### config.mk
export PLATFORM = sky130hd
export DESIGN_NAME = ram_march_tester
export DESIGN_NICKNAME = d
export VERILOG_FILES = /design/src/rtl/ram_march_tester.sv
export SDC_FILE = /design/constraint.sdc
export NUM_CORES = 1
export LEC_CHECK = 0
export BUFFER_PORTS_ARGS = -buffer_cell sky130_fd_sc_hd__clkbuf_2
export CORE_MARGIN = 1
export CORE_UTILIZATION = 45
export DETAILED_ROUTE_END_ITERATION = 10
export GPL_ROUTABILITY_DRIVEN = 0
export PLACE_DENSITY = 0.67
export SLEW_MARGIN = 15
export SYNTH_ARGS = -nofsm -noshare
export SYNTH_HDL_FRONTEND = slang
export SYNTH_SLANG_ARGS = --single-unit
export TNS_END_PERCENT = 30
### constraint.sdc
create_clock -name Clk -period 1.97 [get_ports Clk]
set_input_delay 0.0985 -clock Clk [delete_from_list [all_inputs] [get_ports Clk]]
set_output_delay 0.0985 -clock Clk [all_outputs]
set_load 0.05 [all_outputs]
### src/rtl/ram_march_tester.sv
// Self-test master for a small synchronous RAM: runs a 3-phase march
// (write P, read P / write ~P ascending, read ~P descending) and reports the first mismatch.
module ram_march_tester #(
  parameter int unsigned       ADDR_W  = 4,
  parameter int unsigned       DATA_W  = 4,
  parameter logic [DATA_W-1:0] PATTERN = DATA_W'(4'b0101)
) (
  input  logic              Clk,
  input  logic              Rst_n,
  input  logic              Start,
  output logic [DATA_W-1:0] RAM_Data,
  output logic              RAM_RD,
  output logic              RAM_WR,
  output logic [ADDR_W-1:0] RAM_Address,
  input  logic [DATA_W-1:0] RAM_Q,
  output logic              Busy,
  output logic              Done,
  output logic              Pass,
  output logic [ADDR_W-1:0] FailAddr,
  output logic [DATA_W-1:0] FailData
);

  localparam logic [ADDR_W-1:0] ADDR_MAX  = '1;
  localparam logic [ADDR_W-1:0] ADDR_ZERO = '0;
  localparam logic [ADDR_W-1:0] ADDR_ONE  = ADDR_W'(1);

  typedef enum logic [2:0] {
    IDLE  = 3'd0,
    WR_P  = 3'd1,
    RD_P  = 3'd2,
    CMP_P = 3'd3,
    WR_N  = 3'd4,
    RD_N  = 3'd5,
    CMP_N = 3'd6,
    FIN   = 3'd7
  } state_t;

  state_t state;
  // Blocks a Start that coincides with the first edge after reset release.
  logic   armed;

  // RAM_Address doubles as the march address counter.
  always_ff @(posedge Clk or negedge Rst_n) begin
    if (!Rst_n) begin
      state       <= IDLE;
      armed       <= 1'b0;
      RAM_Data    <= '0;
      RAM_RD      <= 1'b0;
      RAM_WR      <= 1'b0;
      RAM_Address <= '0;
      Busy        <= 1'b0;
      Done        <= 1'b0;
      Pass        <= 1'b0;
      FailAddr    <= '0;
      FailData    <= '0;
    end else begin
      armed  <= 1'b1;
      RAM_RD <= 1'b0;
      RAM_WR <= 1'b0;
      case (state)
        IDLE, FIN: begin
          if (Start && armed) begin
            state       <= WR_P;
            RAM_Address <= ADDR_ZERO;
            RAM_Data    <= PATTERN;
            RAM_WR      <= 1'b1;
            Busy        <= 1'b1;
            Done        <= 1'b0;
            Pass        <= 1'b0;
            FailAddr    <= '0;
            FailData    <= '0;
          end
        end
        WR_P: begin
          if (RAM_Address == ADDR_MAX) begin
            state       <= RD_P;
            RAM_Address <= ADDR_ZERO;
            RAM_RD      <= 1'b1;
          end else begin
            RAM_Address <= RAM_Address + ADDR_ONE;
            RAM_Data    <= PATTERN;
            RAM_WR      <= 1'b1;
          end
        end
        RD_P: begin
          state  <= CMP_P;
          RAM_RD <= 1'b1;
        end
        CMP_P: begin
          if (RAM_Q != PATTERN) begin
            state    <= FIN;
            Busy     <= 1'b0;
            Done     <= 1'b1;
            Pass     <= 1'b0;
            FailAddr <= RAM_Address;
            FailData <= RAM_Q;
          end else begin
            state    <= WR_N;
            RAM_Data <= ~PATTERN;
            RAM_WR   <= 1'b1;
          end
        end
        WR_N: begin
          RAM_RD <= 1'b1;
          if (RAM_Address == ADDR_MAX) begin
            state <= RD_N;
          end else begin
            state       <= RD_P;
            RAM_Address <= RAM_Address + ADDR_ONE;
          end
        end
        RD_N: begin
          state <= CMP_N;
        end
        CMP_N: begin
          if (RAM_Q != ~PATTERN) begin
            state    <= FIN;
            Busy     <= 1'b0;
            Done     <= 1'b1;
            Pass     <= 1'b0;
            FailAddr <= RAM_Address;
            FailData <= RAM_Q;
          end else if (RAM_Address == ADDR_ZERO) begin
            state <= FIN;
            Busy  <= 1'b0;
            Done  <= 1'b1;
            Pass  <= 1'b1;
          end else begin
            state       <= RD_N;
            RAM_Address <= RAM_Address - ADDR_ONE;
            RAM_RD      <= 1'b1;
          end
        end
        default: state <= IDLE;
      endcase
    end
  end

endmodule

# After elaboration in Yosys (flattened, before gate mapping)
# Index checks and enable logic that the tools add are counted.
# word_totals
register_bits,25
in_bits,7
out_inout_bits,21
wordCells,89
# classes
add_sub_neg,2
n_eq_ne,20
mux,43
n_reduce_logical,13
# ops
operator,n
$mux W4,12
$pmux W4 S3,3
$pmux W3 S7,1
$ne A2 B2 Y1 const B,9
$pmux W4 S4,1
$mux W1,15
$pmux W1 S3,5
$eq A3 B3 Y1 const B,4
$reduce_and A4 Y1,3
$mux W3,3
$eq A3 B2 Y1 const B,2
$mux W2,3
$reduce_bool A3 Y1,2
$reduce_and A5 Y1,1
$add A4 B1 Y4 const B,1
$eq A4 B4 Y1 const B,1
$logic_not A4 Y1,1
$ne A4 B3 Y1 const B,1
$ne A4 B4 Y1 const B,1
$reduce_bool A4 Y1,1
$reduce_or A2 Y1,2
$sub A4 B1 Y4 const B,1
$eq A3 B1 Y1 const B,1
$logic_not A3 Y1,1
other kinds (3),3

# Logic depth before layout (Yosys ltp)
# logic_depth
ltp_word,4
mapped_depth,7
mapped_depth_nobuf,7

# Least setup slack after synthesis
# Ideal clock, no wire load.
# synth_path
kind,reg2reg
startpoint,reg RAM_Address[0]
endpoint,reg RAM_Address[0]
setup_time_ns,0.125
arrival_ns,1.917
required_ns,1.845
slack_ns,-0.072
stages_incl_launch_ff,7
path_buffers,0
period_less_slack_ns,2.042
cell_sequence,dfrtp_1 > inv_1 > ha_1 > nor3b_4 > nor2b_4 > o2111a_2 > mux2_4
# synth_via
elab_chain_len,4
word_cells_on_any_way,12
cone_classes,add/sub (2); eq/ne (3); mux (5); reduce/logical (2)
# synth_rtl
element,line,text
"start, declared",14,"output logic [ADDR_W-1:0] RAM_Address,"
"start signal, assigned",80,RAM_Address <= RAM_Address + ADDR_ONE;
"start signal, assigned",109,RAM_Address <= RAM_Address + ADDR_ONE;
"start signal, assigned",130,RAM_Address <= RAM_Address - ADDR_ONE;
$sub A4 B1 Y4,130,
$mux W4,123,end else if (RAM_Address == ADDR_ZERO) begin
$mux W4,116,if (RAM_Q != ~PATTERN) begin
$pmux W4 S4,60,case (state)
# Several ways; a longest one is shown, not always the timed one. The select of a mux whose other input is x is not followed.
# A chain may end at the register's enable or synchronous reset.

# Worst setup path in the final report
# layout_path
startpoint,reg state[0]
endpoint,reg FailAddr[0]
# layout_via
elab_chain_len,4
word_cells_on_any_way,11
cone_classes,eq/ne (6); mux (1); reduce/logical (4)
# layout_rtl
element,line,text
"start, declared",38,state_t state;
"start signal, assigned",45,state <= IDLE;
"start signal, assigned",63,state <= WR_P;
"start signal, assigned",76,state <= RD_P;
$eq A3 B3 Y1 or $logic_not A3 Y1 (tied branches),60,
$reduce_or A2 Y1,60,
$ne A2 B2 Y1 (no source line) or $reduce_bool A3 Y1 (tied branches),--,
$reduce_and A4 Y1 (no source line),--,
"end signal, assigned",95,FailAddr <= RAM_Address;
"end signal, assigned",121,FailAddr <= RAM_Address;
"end, declared",19,"output logic [ADDR_W-1:0] FailAddr,"
# Several ways; a longest one is shown, not always the timed one.

==> results.cfg <==
[clock_tree]
clkSinkCount = 23
numCtsBuffers = 3
clock_path_buffers = 2
cts.root.buffer_cell = clkbuf_4
htree_levels = 1
clock_latency_ps = 310
cts.clk_slew.worst_paths_ps = 120
holdBufCountCts = 1
cts_resized = 0
cts_setup_buffers = 0
tritoncts = built

[detailed_routing]
drc = 2
viasPerCell = 6.00
drt-initial-drc-count = 62
drt_pre_antenna_iters = 7
drt-total-wl_um = 3070
avgRoutedWirePerCell_um = 15.1
ant_nets = 0
num_vias = 1219

[critical_path]
reg2regPathDepth = 5
r2r_end = FailAddr[0]$_DFFE_PN0P_
endpoint = FailAddr[0]$_DFFE_PN0P_
crit_required_ps = 2180
crit_path_end_kind = flip-flop
crit_path_max_fanout = 19
rrSetupSlack_ps = 150
crit_path_start_kind = flip-flop
cp.arrival_ps = 2030
critPathLaunch = state[0]$_DFFE_PN0P_
r2r-start = state[0]$_DFFE_PN0P_
worstSetupPathType = reg2reg

[run_status]
outcome = finished, violations left
violations = design-rule violations

[synth]
synth_nets = 155
synth_edf_count = 0
synth_seq_area_share = 0.420
synth.distinct_cells = 45
synth_area_um2 = 1370
synthArstFlopShare = 1.00
yosys.area.top_type = dfrtp_1
synthCells = 146
ys_seq_elements = 23
synth_ff_type = dfrtp_1
avgSynthCellArea_um2 = 9.39
yosysTopAreaCellShare = 0.420
ys_top_cells_by_area = dfrtp_1 42%, a32o_1 6.6%, o21ai_0 4.4%
synth-warning-count = 0

[timing]
setup_viol = 0
timing.final.crit_share = 0.924
period_needed_ps = 1820
worstMarginPinSlew_ps = 612
fmax_mhz = 550
hold_violations = 0
finalClockSkew_ps = 2.34
slew-limit-headroom = 0.592
fin_tns_setup_ps = 0
slew_violations = 0
rsz0062_at_grt = false

[finish]
final_cell_mix = 27 x clkbuf_2, 21 x dfrtp_1, 14 x nor2_1, 12 x nand2_1, 12 x o21ai_0
final_nets = 182
num_antenna_cells = 0
drive_above_1_share = 0.285
final_common_cell = clkbuf_2
post-route-util = 0.546
area_growth_pct = 12.7

[placed_design]
dp_hpwl_um = 2170
port_buffers = 27

[global_routing]
grtUsageTotal = 0.203
overflow = 0
grt_max_degree = 24
grt_pass1_vias = 1102
grt_antenna_before_repair = 0
grt_pass1_wl_um = 5200

[flow_run]
maxCapViolCount = 0

[floorplanning]
core_area_um2 = 2830
die-area_um2 = 3270
ios = 28
die_h_um = 57.2
rows = 19
die_w_um = 57.2
start_util = 0.485

[power_and_ir_drop]
p_leak_uw = 0.000732
vdd_drop_max_mv = 1.23
power_density_nw_per_um2 = 1900

[min_path]
hold_path.class = in2reg
cells by family (layout without fill, tap and decap cells):
family | after synthesis | after routing | synth area share
flops | 23 | 23 | 0.420
compound gates | 50 | 50 | 0.260
mux | 2 | 2 | 0.0182
simple gates | 49 | 49 | 0.199
xor+xnor | 2 | 2 | 0.0128
other cells | 1 | 1 | 0.00273
fa+ha+maj | 2 | 2 | 0.0182
buf+inv | 17 | 43 | 0.0693
synth_stat cells (2+ instances only):
library cell,count
a31oi_1,2
dfrtp_1,23
and4bb_2,2
a21boi_0,2
nor3_1,3
o21ai_0,12
inv_1,7
and3_1,3
nand3_1,6
nand2_1,12
ha_1,2
o211ai_1,2
buf_6,2
nor2_1,14
buf_4,4
nand2_2,2
clkbuf_1,3
a21oi_1,9
a32o_1,9
nor2b_4,2
worst min-delay path by stage:
stage | depth (start not counted) | start | endpoint
2_1_floorplan | 0 | Rst_n | Busy$_DFFE_PN0P_
3_3_place_gp | 1 | Rst_n | state[1]$_DFFE_PN0P_
3_5_place_dp | 1 | Rst_n | state[1]$_DFFE_PN0P_
4_1_cts | 2 | RAM_Q[0] | FailData[0]$_DFFE_PN0P_
5_1_grt | 2 | RAM_Q[0] | FailData[0]$_DFFE_PN0P_
6_report | 2 | RAM_Q[0] | FailData[0]$_DFFE_PN0P_
report_power, final:
part | switching, uW | total (uW) | internal [uW]
combinational | 1200 | 1790 | 590
clock | 140 | 219 | 79.2
sequential | 269 | 932 | 662
flip-flops by register name (all words and copies together), names as in the netlist:
register / count
FailAddr: 4
FailData: 4
RAM_Address: 4
state: 3
RAM_Data: 2
Busy: 1
Done: 1
Pass: 1
RAM_RD: 1
RAM_WR: 1
armed: 1
per-stage QoR:
stage,hold WS (ps),area [um^2],power (uW),worst slack [ps],std cells
global route,22.1,1550,3140,37.3,203
global placement,115,1510,2690,204,198
CTS,18.1,1550,2950,156,203
floorplan,-197,1370,2370,104,146
finish,25.3,1550,2940,150,203
detailed placement,124,1510,2720,178,198
layout make-up:
| type | count | area, um^2 |
|---|---|---|
| timing repair buffer | 32 | 175 |
| fill | 255 | 1280 |
| tap | 31 | 38.8 |
| clock buffer | 4 | 26.3 |
| sequential | 23 | 578 |
| multi-input combinational | 106 | 701 |
| inverter | 7 | 26.3 |
per-layer routing:
| metal | global-route usage | vias up | share of wire |
|---|---|---|---|
| li1 | - | 583 | - |
| met1 | 0.279 | 597 | 0.46 |
| met2 | 0.324 | 37 | 0.48 |
| met3 | 0.0522 | 2 | 0.048 |
| met4 | 0.0418 | 0 | 0.0052 |
| met5 | 0 | - | 0 |
critical path, cell delays in order, from the launching register on:
cell	delay, ps
dfrtp_1	750
nand2b_1	240
nor2_1	200
a31o_2	130
nand2_2	110
a32o_1	280
Note: power is estimated with default switching activity, not from simulation.
